===== src/rtl/wb_slave_pkg.sv =====
// Shared Wishbone slave definitions: bus field widths and FSM state encodings.
package wb_slave_pkg;

    localparam int ADR_MSB  = 31;
    localparam int DATA_MSB = 31;
    localparam int SEL_MSB  = (DATA_MSB + 1) / 8 - 1;
    localparam int TAG_MSB  = 3;

    typedef enum logic [1:0] {
        ST_IDLE = 2'd0,
        ST_WAIT = 2'd1,
        ST_ACK  = 2'd2
    } wb_state_e;

    function automatic int idx_width(input int words);
        return (words > 1) ? $clog2(words) : 1;
    endfunction

endpackage


===== src/rtl/wb_slave_ram.sv =====
// Word storage for wb_slave: per-lane byte-enable write, registered read, per-word tag array.
module wb_slave_ram
    import wb_slave_pkg::*;
#(
    parameter int MEM_WORDS = 16,
    parameter int IDX_W     = 4
) (
    input  logic              clk,
    input  logic              rst,
    input  logic              wr_en,
    input  logic              rd_en,
    input  logic [IDX_W-1:0]  addr,
    input  logic [SEL_MSB:0]  be,
    input  logic [DATA_MSB:0] wr_data,
    input  logic [TAG_MSB:0]  wr_tag,
    output logic [DATA_MSB:0] rd_data,
    output logic [TAG_MSB:0]  rd_tag
);

    // One narrow array per byte lane so each lane maps onto its own write enable.
    generate
        for (genvar gi = 0; gi <= SEL_MSB; gi++) begin : g_lane
            logic [7:0] lane_mem [MEM_WORDS];
            logic [7:0] lane_rd_reg;

            always_ff @(posedge clk) begin
                if (wr_en && be[gi]) begin
                    lane_mem[addr] <= wr_data[8*gi +: 8];
                end
            end

            always_ff @(posedge clk or posedge rst) begin
                if (rst) begin
                    lane_rd_reg <= '0;
                end else if (rd_en) begin
                    lane_rd_reg <= lane_mem[addr];
                end
            end

            assign rd_data[8*gi +: 8] = lane_rd_reg;
        end
    endgenerate

    logic [TAG_MSB:0] tag_mem [MEM_WORDS];
    logic [TAG_MSB:0] tag_rd_reg;

    always_ff @(posedge clk) begin
        if (wr_en) begin
            tag_mem[addr] <= wr_tag;
        end
    end

    always_ff @(posedge clk or posedge rst) begin
        if (rst) begin
            tag_rd_reg <= '0;
        end else if (rd_en) begin
            tag_rd_reg <= tag_mem[addr];
        end
    end

    assign rd_tag = tag_rd_reg;

endmodule


===== src/rtl/wb_slave.sv =====
// Wishbone classic slave with byte-lane RAM; WB_SLAVE_WAIT_EN adds WAIT_CYCLES wait states before ack.
module wb_slave
    import wb_slave_pkg::*;
#(
    parameter int WAIT_CYCLES = 2,
    parameter int MEM_WORDS   = 16
) (
    input  logic              clk_i,
    input  logic              rst_i,
    input  logic [ADR_MSB:0]  adr_i,
    input  logic [SEL_MSB:0]  sel_i,
    input  logic [DATA_MSB:0] dat_i,
    input  logic [TAG_MSB:0]  tga_i,
    input  logic [TAG_MSB:0]  tgd_i,
    input  logic [TAG_MSB:0]  tgc_i,
    input  logic              we_i,
    input  logic              stb_i,
    input  logic              cyc_i,
    output logic [DATA_MSB:0] dat_o,
    output logic [TAG_MSB:0]  tgd_o,
    output logic              ack_o
);

    localparam int IDX_W = idx_width(MEM_WORDS);

    wb_state_e        state_reg, state_next;
    logic             req;
    logic             enter_ack;
    logic [TAG_MSB:0] tag_cap;
    logic             ack_reg;
    logic             ack_we_reg;
    logic [TAG_MSB:0] tag_ack_reg;
    logic [IDX_W-1:0] word_idx;
    logic [TAG_MSB:0] ram_tag;

    assign req      = cyc_i & stb_i;
    assign word_idx = adr_i[IDX_W+1:2];

`ifdef WB_SLAVE_WAIT_EN
    localparam int CNT_W = (WAIT_CYCLES > 1) ? $clog2(WAIT_CYCLES) : 1;

    logic [CNT_W-1:0] cnt_reg, cnt_next;
    logic [TAG_MSB:0] tgc_hold_reg;

    always_ff @(posedge clk_i or posedge rst_i) begin
        if (rst_i) begin
            cnt_reg      <= '0;
            tgc_hold_reg <= '0;
        end else begin
            cnt_reg <= cnt_next;
            if (state_reg == ST_IDLE && req) begin
                tgc_hold_reg <= tgc_i;
            end
        end
    end

    always_comb begin
        state_next = state_reg;
        cnt_next   = '0;
        case (state_reg)
            ST_IDLE: begin
                if (req) begin
                    state_next = (WAIT_CYCLES == 0) ? ST_ACK : ST_WAIT;
                end
            end
            ST_WAIT: begin
                // Master withdrawing the strobe mid-wait abandons the transfer silently.
                if (!req) begin
                    state_next = ST_IDLE;
                end else if (cnt_reg == CNT_W'(WAIT_CYCLES - 1)) begin
                    state_next = ST_ACK;
                end else begin
                    cnt_next = cnt_reg + CNT_W'(1);
                end
            end
            ST_ACK:  state_next = ST_IDLE;
            default: state_next = ST_IDLE;
        endcase
    end

    // The cycle tag belongs to the accepting edge, which precedes ACK entry when waiting.
    assign tag_cap = (state_reg == ST_IDLE) ? tgc_i : tgc_hold_reg;
`else
    logic unused_cfg;

    always_comb begin
        state_next = state_reg;
        case (state_reg)
            ST_IDLE: begin
                if (req) begin
                    state_next = ST_ACK;
                end
            end
            ST_ACK:  state_next = ST_IDLE;
            default: state_next = ST_IDLE;
        endcase
    end

    assign tag_cap    = tgc_i;
    assign unused_cfg = (WAIT_CYCLES != 0);
`endif

    assign enter_ack = (state_next == ST_ACK) && !rst_i;

    always_ff @(posedge clk_i or posedge rst_i) begin
        if (rst_i) begin
            state_reg   <= ST_IDLE;
            ack_reg     <= 1'b0;
            ack_we_reg  <= 1'b0;
            tag_ack_reg <= '0;
        end else begin
            state_reg <= state_next;
            ack_reg   <= (state_next == ST_ACK);
            if (enter_ack) begin
                ack_we_reg  <= we_i;
                tag_ack_reg <= tag_cap;
            end
        end
    end

    wb_slave_ram #(
        .MEM_WORDS (MEM_WORDS),
        .IDX_W     (IDX_W)
    ) u_ram (
        .clk     (clk_i),
        .rst     (rst_i),
        .wr_en   (enter_ack & we_i),
        .rd_en   (enter_ack & ~we_i),
        .addr    (word_idx),
        .be      (sel_i),
        .wr_data (dat_i),
        .wr_tag  (tgd_i),
        .rd_data (dat_o),
        .rd_tag  (ram_tag)
    );

    // Writes echo the cycle tag; reads return the tag stored with the word.
    assign tgd_o = ack_we_reg ? tag_ack_reg : ram_tag;
    assign ack_o = ack_reg;

    logic unused_bits;
    assign unused_bits = ^{tga_i, adr_i[ADR_MSB:IDX_W+2], adr_i[1:0]};

endmodule


===== config.mk =====
export PLATFORM = sky130hd
export DESIGN_NAME = wb_slave
export DESIGN_NICKNAME = d
export VERILOG_FILES = /design/src/rtl/wb_slave_pkg.sv /design/src/rtl/wb_slave_ram.sv /design/src/rtl/wb_slave.sv
export SDC_FILE = /design/constraint.sdc
export NUM_CORES = 1
export LEC_CHECK = 0
export ABC_AREA = 1
export CAP_MARGIN = 20
export CORE_MARGIN = 8
export CORE_UTILIZATION = 40
export CTS_CLUSTER_SIZE = 20
export DETAILED_ROUTE_END_ITERATION = 6
export PLACE_DENSITY_LB_ADDON = 0.25
export SKIP_LAST_GASP = 1
export SYNTH_ARGS = -nofsm -noshare
export SYNTH_HDL_FRONTEND = slang
export SYNTH_SLANG_ARGS = --single-unit

===== constraint.sdc =====
create_clock -name clk_i -period 2.58 [get_ports clk_i]
set_input_delay 0.516 -clock clk_i [delete_from_list [all_inputs] [get_ports clk_i]]
set_output_delay 0.516 -clock clk_i [all_outputs]
set_load 0.02 [all_outputs]

* Word level (Yosys, flattened, before mapping) *
Memories as Yosys holds them, arrays and structs flattened. A register that Yosys moved wholly into a read port is not among the register bits.
Cells that the tools add are included.

operators by class
  equality and inequality tests = 1
  mux-type cells = 13
  bitwise operators = 4
  reduce and logical (&&, ||, !) cells = 7

operator list
  kind                count
  $mux 1              10
  $logic_and 1x1->1   5
  $mux 2              2
  $mux 4              1
  $and 1x1->1         3
  $eq 2x2->1 const B  1
  $logic_not 2->1     1
  $logic_not 1->1     1
  $not 1->1           1

storage, ports and cells
  bits in registers = 8
  memory bits (writable) = 576
  input port bits = 85
  output and inout bits = 37
  word-level logic and storage cells = 34
  memories kept = 5

memory list
  memory                    words  width  rd ports  clocked after Yosys merged registers in  write ports  line                RTL
  u_ram.g_lane[0].lane_mem  16     8      1         1                                        1            wb_slave_ram.sv:23  logic [7:0] lane_mem [MEM_WORDS];
  u_ram.g_lane[1].lane_mem  16     8      1         1                                        1            wb_slave_ram.sv:23
  u_ram.g_lane[2].lane_mem  16     8      1         1                                        1            wb_slave_ram.sv:23
  u_ram.g_lane[3].lane_mem  16     8      1         1                                        1            wb_slave_ram.sv:23
  u_ram.tag_mem             16     4      1         1                                        1            wb_slave_ram.sv:44  logic [TAG_MSB:0] tag_mem [MEM_WORDS];

* Longest topological paths before layout *
Gate-level depths: netlist (run 1).

  word-level depth = 9
  depth in mapped cells = 12
  mapped depth without buffers = 9

* By module *
A second synthesis (run 1) with hierarchy kept.

unflattened totals
  cells, all modules = 2434
  area total of the unflattened synthesis = 25469.4 sq um

modules (own cells, without submodules)
  module        times used  cells an instance  area each (sq um)  sequential area each (sq um)
  wb_slave_ram  1           2397               25094.1            18197.5
  wb_slave      1           37                 375.4              200.2

* Worst setup path before layout (run 1) *
Ideal clock, no wire load.

  kind = input to register
  start point = input port rst_i
  end point = memory u_ram.g_lane[0].lane_mem[0][0] (enable)
  arrival time = 2.667 ns
  path slack = -0.458 ns
  cell stages on the path = 5
  buffers on the path = 0
  path through = inv_1 nand3_1 nor3_2 nand2_1 nor2_1

between the ends
  longest elaborated chain between the ends = 6

ends and longest elaborated chain
  element                       line                RTL
  start: declaration            wb_slave.sv:9       input logic rst_i,
  $logic_not 1->1 (no line)     -
  $logic_and 1x1->1             wb_slave.sv:103     assign enter_ack = (state_next == ST_ACK) && !rst_i;
  $and 1x1->1                   wb_slave.sv:127     .wr_en (enter_ack & we_i),
  $logic_and 1x1->1             wb_slave_ram.sv:27  if (wr_en && be[gi]) begin
  $mux 1                        wb_slave_ram.sv:27
  $mux 1 (implied by the code)  wb_slave_ram.sv:28  lane_mem[addr] <= wr_data[8*gi +: 8];
  end: declaration              wb_slave_ram.sv:23

Every way passes these cells.

* Worst setup path after layout (run 1) *
  start point = register ack_we_reg
  end point = output port tgd_o[1]

between the ends
  longest elaborated chain between the ends = 1

ends and longest elaborated chain
  element                   line             RTL
  start: declaration        wb_slave.sv:31   logic ack_we_reg;
  start signal: assignment  wb_slave.sv:115  ack_we_reg <= we_i;
  $mux 4                    wb_slave.sv:138  assign tgd_o = ack_we_reg ? tag_ack_reg : ram_tag;
  end: declaration          wb_slave.sv:20   output logic [TAG_MSB:0] tgd_o,

Every way passes these cells.

==> results of run 1 <==
-- cells in the mapped netlist (all sizes together) --
library cell,count,share of area [%]
clkbuf,57,0.84
nor2,175,2.6
nand4,36,0.89
nand3,181,3.6
inv,27,0.40
dfrtp,44,4.3
a21oi,1,0.020
nor3,6,0.24
mux2,4,0.18
edfxtp,576,68
buf,74,1.4
nand2,1184,17
conb,1,0.015
-- layout by cell type, fill, tap and decap left out, types with 11 or more instances in the layout --
master	Yosys	layout
buf_4	6	105
nand4_1	36	36
clkbuf_1	57	11
buf_12	0	13
nand3_1	181	181
clkbuf_16	0	69
clkdlybuf4s50_1	0	87
nor2_1	174	172
clkinv_1	0	16
nand2_1	1184	1184
edfxtp_1	576	576
inv_1	26	22
dfrtp_1	44	44
clkinv_2	0	14
-- critical path, stage by stage (launching register included) --
cell             delay [ns]
dfrtp_1                0.43
inv_1                  0.14
nand2_1                0.08
nand2_1                0.06
clkdlybuf4s50_1        0.60
-- worst max path at each step --
stage,to,start,depth (start not counted),slack (ns)
after floorplan,u_ram.g_lane[0].lane_mem[4][0],rst_i,5,0.12
after global placement,u_ram.g_lane[1].lane_mem[3][4],cyc_i,9,-0.22
after detailed placement,u_ram.g_lane[1].lane_mem[3][4],cyc_i,9,-0.24
after CTS,tgd_o[2],ack_we_reg,4,0.12
after global routing,tgd_o[2],ack_we_reg,4,0.05
final,tgd_o[1],ack_we_reg,4,0.17
-- power by group --
group	switching, uW	total, uW	internal [uW]	leakage (uW)
Sequential	101	11300	11200	0.00569
Combinational	1140	1790	655	0.00513
Clock	3750	8980	5230	0.00101
Total	4980	22000	17100	0.0118
-- final cells by class --
class	count	area (um^2)
clock buffer	82	1800
sequential	620	18400
multi-input combinational	1588	6370
antenna	1	2.50
clock inverter	36	250
tap	846	1060
inverter	27	118
fill	5692	33000
timing repair buffer	207	1950
-- metal layers --
metal	wire (um)	GRT usage (%)	up-vias
li1	-	-	8155
met1	27400	23.2	8096
met2	30000	28.6	426
met3	3770	2.96	60
met4	1080	5.18	0
met5	0	0	-
-- kinds of logic (layout without fill, tap and decap cells) --
group                  after synthesis  count (layout)  synth area share, %
buffers and inverters              158             352                 2.68
AND/OR/NAND/NOR                   1582            1582                 24.8
other                                1               2               0.0147
flip-flops                         620             620                 72.3
AO/OA/AOI/OAI                        1               1               0.0197
multiplexers                         4               4                0.177
-- metrics by stage --
stage          hold slack, ns  setup TNS, ns  worst slack, ns  util [%]
4_1_cts                 0.507              0            0.124      47.5
6_report                0.506              0            0.173      47.5
3_3_place_gp            0.487         -28.47           -0.218      44.3
2_1_floorplan           0.467              0            0.116         -
5_1_grt                 0.520              0           0.0499      47.5
3_5_place_dp            0.494         -45.48           -0.237      44.3
==> results.md, run 1 <==
* Core Area at 63000 um^2
* Hold Startpoint: u_ram.g_lane[0].lane_rd_reg[0]
* Clock Pin Slew Worst Setup and Hold Paths at around 0.06 ns
* PostCTS Resize Cnt at 0
* Final wirelength at roughly 62000 um
* Num CTS Buffers at 66
* Worst R2R Start: state_reg[0]
* Layout cells sized above 1 at 8.91%
* Slew margin rel. at approximately 47%
* Outcome: complete, no violations
* GR Overflow Total at 0
* Leak pwr at between 0.01 and 0.015 uW
* CP max FO at 5
* I/O Pins at between 100 and 150
* ANT nets after route at 0
* First-pass GRT wire length at between 90000 and 100000 um
* Hold Crit Class: flip-flop to flip-flop
* # setup viols final at 0
* Layout area overhead at 17.7%
* WHS Path Cells at 2
* Post-Place Cells at approximately 3300
* Final HPWL DP at ~39000 um
* Worst Hold Endpoint: u_ram.g_lane[0].lane_rd_reg[0]
* Die area at 71900 um^2
* Initial antenna violation count at 2
* Reg2Reg Setup Slack at 0.34 ns
* Clock sinks at 620
* Clk_skew at ~0.017 ns
* Cell Rows at approximately 90
* Nets at approximately 2600
* CP Class: flip-flop to output port
* Reg-to-Reg End: u_ram.g_lane[1].lane_mem[3][3]
* Number of distinct library cells after synthesis at 20
* CTS tree: built
* Vias in the first global route at around 17000
* Syn Nets at between 2000 and 2500
* Iter 0 DRT Violations at around 1500
* Largest net degree at the start of global routing at approximately 130
* Fin area at roughly 30000 um^2
* Die Wd at about 270 um
* RSZ-0062 raised after global routing: no
* Fin crit share at just over 90%
* Drt first pass iters at 5
* CTS Buffer Depth at 3
* Global Route Usage Sum at approximately 17%
* Power per cell area at approximately 740 nW/um^2
* Htree depth at 3
* Mapped cell area at approximately 25000 um^2
* Vias at 16700
* Max_cap viols at 0
* Cell area after placement at ~28000 um^2
* Max FFs per register at slightly above 500
* Final std cells w/o fill at between 3000 and 4000
* Post-synthesis instance total at ~2400
* Final period demand of the worst path at ~2.4 ns
* Crit path DAT at roughly 1.9 ns
* Yosys reg bits at 620
* Yosys warning count at 0
* Sequential-to-total area share from yosys stat at between 70% and 80%
* Post-CTS setup buffer count at 0
* CTS Hold Buffers Added at 0
* Worst path required time at roughly 2 ns
* Worst setup EP type: output port
* Max Slew Vio Count at 0
* Die span in y at 268 um
* Final GP Congestion at ~0.82
* Reg2Reg Depth at 7
* Worst Tran Pin Value at 0.795 ns
* Startpoint class of the critical path: flip-flop
* Syn avg cell area at approximately 11 um^2
* Fmax achieved at 416 MHz
* Total power at ~22000 uW
* Clk_lat worst skew at 0.58 ns
* Clock root buffer: clkbuf_16
* Peak supply drop at approximately 430 uV
* # port buffers at ~90
* Initial core utilization at 40.4%
* DR vias/cell at between 4 and 5
* DRC errors left at 0
* WL/cell at about 18 um
* Fin. Hold Viols at 0
No activity file was read; power rests on OpenSTA's default activity.
==> inputs of run 2 (changes only) <==
- MAX_ROUTING_LAYER: not set -> met4
==> results.md, run 2 (synthesis results as in run 1) <==
* Drt first pass iters at 7
* Reg2Reg Setup Slack at 0.35 ns
* ANT nets after route at 0
* Clock root buffer: clkbuf_16
* Core Area at ~63000 um^2
* Slowest stage delay, CP at 0.60 ns
* Layout Utilization at about 48%
* Commonest non-fill, non-tap cell in the layout: nand2_1
* Htree depth at 3
* Die Wd at ~270 um
* Hold Crit Class: flip-flop to flip-flop
* Worst R2R Start: state_reg[0]
* Hold slack at between 0.5 and 0.6 ns
* Initial antenna violation count at 2
* # port buffers at 89
* CP Cell Sequence: inv_1 -> nand2_1 -> nand2_1 -> clkdlybuf4s50_1
* WL/cell at around 18 um
* Final period demand of the worst path at around 2.4 ns
* CTS tree: built
* Crit path depth at 4
* Critical-path top delay cell: clkdlybuf4s50_1
* Worst setup EP type: output port
* Largest net degree at the start of global routing at ~130
* Final HPWL DP at about 39000 um
* Layout cells sized above 1 at under 10%
* GR Overflow Total at 0
* Most used cell along the critical path: nand2_1
* Iter 0 DRT Violations at between 1000 and 1500
* Leak pwr at 0.0118 uW
* Max FFs per register at ~510
* Clock sinks at 620
* Die span in y at roughly 270 um
* Max_cap viols at 0
* CTS Buffer Depth at 3
* RSZ-0062 raised after global routing: no
* Vias in the first global route at roughly 17000
* Startpoint class of the critical path: flip-flop
* Power per cell area at ~740 nW/um^2
* Top delay family on crit path: buffers and inverters
* # setup viols final at 0
* CP bufs+invs at 2
* Worst slack at placement at -0.237 ns
* Outcome: complete, no violations
* First-pass GRT wire length at a little under 100000 um
* Peak supply drop at approximately 430 uV
* Die area at just over 70000 um^2
* Reg2Reg Depth at 7
* Slew margin rel. at around 47%
* Cell Rows at just over 90
* Clk_skew at 0.0184 ns
* Reg-to-Reg End: u_ram.g_lane[1].lane_mem[3][5]
* Worst Tran Pin Value at approximately 0.79 ns
* Hold Startpoint: u_ram.g_lane[0].lane_rd_reg[0]
* Fmax achieved at a little over 400 MHz
* PostCTS Resize Cnt at 0
* Final wirelength at between 60000 and 70000 um
* Clock Pin Slew Worst Setup and Hold Paths at about 0.06 ns
* Final GP Congestion at a little over 0.8
* I/O Pins at between 100 and 150
* Vias at roughly 17000
* Max Slew Vio Count at 0
* Critical Path Sink: tgd_o[1]
* Nets at between 2000 and 3000
* Fillers at around 5700
* Worst path required time at roughly 2.1 ns
* DRC errors left at 0
* Global Route Usage Sum at ~18%
* Post-CTS setup buffer count at 0
* CTS Hold Buffers Added at 0
* Fin. Hold Viols at 0
* CP Class: flip-flop to output port
* CP max FO at 5
* Initial core utilization at 40.4%
* Clk_lat worst skew at 0.59 ns
* Worst setup startpoint: ack_we_reg
* Most frequent cells in the layout: 1184 x nand2_1, 576 x edfxtp_1, 181 x nand3_1
* DR vias/cell at ~4.9
* Layout area overhead at 17.7%
* Total power at between 20000 and 25000 uW
* Final WS setup at about 0.17 ns
* Fin crit share at 93.3%
* Crit path DAT at 1.89 ns
* Num CTS Buffers at 66
[run 2: worst min path at each step]
stage	to	cells after the start	slack, ns
after floorplan	state_reg[1]	1	0.47
after global placement	ack_o	1	0.49
after detailed placement	tag_ack_reg[1]	1	0.49
after CTS	tag_ack_reg[1]	1	0.51
after global routing	ack_o	1	0.52
final	u_ram.g_lane[0].lane_rd_reg[0]	2	0.51
[run 2: cell type report]
class / count / area (um^2) / area share [%]
clock inverter: 36 / 250 / 0.836
inverter: 27 / 118 / 0.393
multi-input combinational: 1588 / 6370 / 21.3
sequential: 620 / 18400 / 61.5
timing repair buffer: 207 / 1950 / 6.50
clock buffer: 82 / 1800 / 6.00
tap: 846 / 1060 / 3.54
antenna: 1 / 2.50 / 0.00836
[run 2: power by group]
group / total [uW] / internal [uW] / leakage, uW / switching (uW)
registers: 11300 / 11200 / 0.00569 / 102
logic: 1790 / 655 / 0.00513 / 1130
clock network: 8970 / 5230 / 0.00101 / 3740
total: 22000 / 17000 / 0.0118 / 4970
[run 2: per-stage QoR]
| step | instance area (um^2) | instances | TNS, ns |
|---|---|---|---|
| final | 29900 | 3407 | 0 |
| after global routing | 29900 | 3407 | 0 |
| after CTS | 29900 | 3406 | 0 |
| after detailed placement | 27900 | 3288 | -45.48 |
| after global placement | 27900 | 3288 | -28.47 |
| after floorplan | 25400 | 2366 | 0 |
[run 2: worst min-delay path: stages, from the launching register on]
cell and delay [ns]:
dfrtp_1 0.34, nor2_1 0.05, nor2_1 0.08
[run 2: routing by layer]
| metal | vias up | GRT usage [%] | part of all wire, % |
|---|---|---|---|
| met5 | - | - | 0 |
| met4 | 0 | 5.18 | 1.8 |
| met3 | 72 | 2.90 | 5.7 |
| met2 | 399 | 28.7 | 48 |
| met1 | 8125 | 23.1 | 44 |
| li1 | 8151 | - | - |
==> inputs of run 3 (changes only) <==
- clock period: 2.58 -> 3 ns (I/O delays scaled with it)
==> results.md, run 3 (synthesis results as in run 1) <==
* Net Switching at around 4200 uW
* CP Class: flip-flop to output port
* First-pass GRT wire length at ~95000 um
* ANT nets after route at 0
* Die span in y at between 200 and 300 um
* DR vias/cell at a little under 5
* Leak pwr at approximately 0.012 uW
* Vias in the first global route at approximately 16000
* CP max FO at 5
* Clk_lat worst skew at 0.59 ns
* WL/cell at roughly 18 um
* Vias at 16700
* Layout cells sized above 1 at approximately 8.0%
* Global Route Usage Sum at 17.6%
* Multi-input logic area at between 6000 and 7000 um^2
* Crit path DAT at approximately 1.9 ns
* CTS Hold Buffers Added at 0
* Peak supply drop at 304 uV
* Layout area overhead at 17.0%
* Num CTS Buffers at 66
* CTS tree: built
* Worst path required time at between 2 and 2.5 ns
* Cell Rows at just over 90
* Clk_skew at around 0.014 ns
* CTS Buffer Depth at 3
* Nets at approximately 2600
* Clk pwr share at 40.7%
* Core Area at about 63000 um^2
* PostCTS Resize Cnt at 0
* Worst Tran Pin Value at between 0.7 and 0.8 ns
* Largest net degree at the start of global routing at roughly 140
* Post-CTS setup buffer count at 0
* Max Slew Vio Count at 0
* GR Overflow Total at 0
* Initial core utilization at 40.4%
* Startpoint class of the critical path: flip-flop
* Final HPWL DP at 37200 um
* Seq pwr share at between 50 and 60%
* Htree depth at 3
* TNS Setup at 0 ns
* I/O Pins at roughly 120
* Die area at between 70000 and 80000 um^2
* Hold Crit Class: flip-flop to flip-flop
* Total area of sequential cells at between 15000 and 20000 um^2
* Max_cap viols at 0
* Fmax achieved at 402 MHz
* Die Wd at between 200 and 300 um
* Clock root buffer: clkbuf_16
* Final wirelength at between 60000 and 70000 um
* Outcome: complete, no violations
* Max FFs per register at 512
* Final GP Congestion at 0.796
* Fin crit share at around 83%
* Sw frac at 22.3%
* Iter 0 DRT Violations at approximately 1300
* # port buffers at a little under 90
* Fillers at about 5600
* Internal power at about 15000 uW
* Initial antenna violation count at 2
* Post-Place Cells at between 3000 and 4000
* Most frequent cells in the layout: 1184 x nand2_1, 576 x edfxtp_1, 181 x nand3_1
* Commonest non-fill, non-tap cell in the layout: nand2_1
* Power per cell area at between 600 and 700 nW/um^2
* Clock sinks at between 600 and 700
* Reg2Reg Depth at 7
* Gate power share at 8.1%
* Final period demand of the worst path at ~2.5 ns
* RSZ-0062 raised after global routing: no
* Drt first pass iters at 5
* Clock Pin Slew Worst Setup and Hold Paths at roughly 0.050 ns
* Slew margin rel. at around 49%
* Fin. Hold Viols at 0
* Worst setup EP type: output port
* Final std cells w/o fill at ~3400
* WHS Path Cells at 1
* DRC errors left at 0
* # setup viols final at 0
==> run 3: final cells by class <==
cell class                 count  share of cell area (%)
timing repair buffer         186                    5.92
inverter                      27                   0.395
tap                          846                    3.56
clock buffer                  90                    6.17
clock inverter                29                   0.719
sequential                   620                    61.8
multi-input combinational   1588                    21.4
antenna                        2                  0.0168
==> run 3: metal layers <==
layer	global-route usage, %	vias up	wire, um
met3	3.17	77	3680
met1	22.9	8091	27100
met5	-	-	0
met2	28.2	442	29600
met4	5.31	0	1250
li1	-	8124	-
==> run 3: metrics by stage <==
stage                     power [uW]  setup slack (ns)  cell area, um^2  hold WS [ns]  util (%)
after floorplan                10700             0.452            25400         0.467         -
after global placement         11400             0.179            27700         0.479      44.0
after detailed placement       11400             0.101            27700         0.483      44.0
after CTS                      19100             0.471            29800         0.494      47.3
after global routing           19600             0.390            29800         0.507      47.3
final                          18900             0.511            29800         0.489      47.3
==> run 3: worst max-delay path, cell delays in order, from the launching register on <==
cell	delay, ns
dfrtp_1	0.42
inv_1	0.14
nand2_1	0.07
nand2_1	0.07
clkdlybuf4s50_1	0.61
==> run 3: power groups by stage <==
stage | clock network, uW | logic (uW) | registers [uW]
after global routing | 8190 | 1680 | 9700
after CTS | 7880 | 1550 | 9690
after floorplan | 0 | 673 | 9990
after global placement | 0 | 1530 | 9860
after detailed placement | 0 | 1540 | 9860
final | 7710 | 1520 | 9680
==> run 3: path summary, 6_finish.rpt <==
kind	from	to	slack, ns
max in group asynchronous	rst_i	u_ram.g_lane[1].lane_rd_reg[1]	2.15
worst max-delay path	ack_we_reg	tgd_o[2]	0.51
worst min register to register	state_reg[0]	state_reg[1]	0.49
worst max register to register	state_reg[0]	u_ram.g_lane[2].lane_mem[0][1]	0.80
worst min-delay path	state_reg[0]	state_reg[1]	0.49
min in group asynchronous	rst_i	u_ram.g_lane[3].lane_rd_reg[5]	0.50
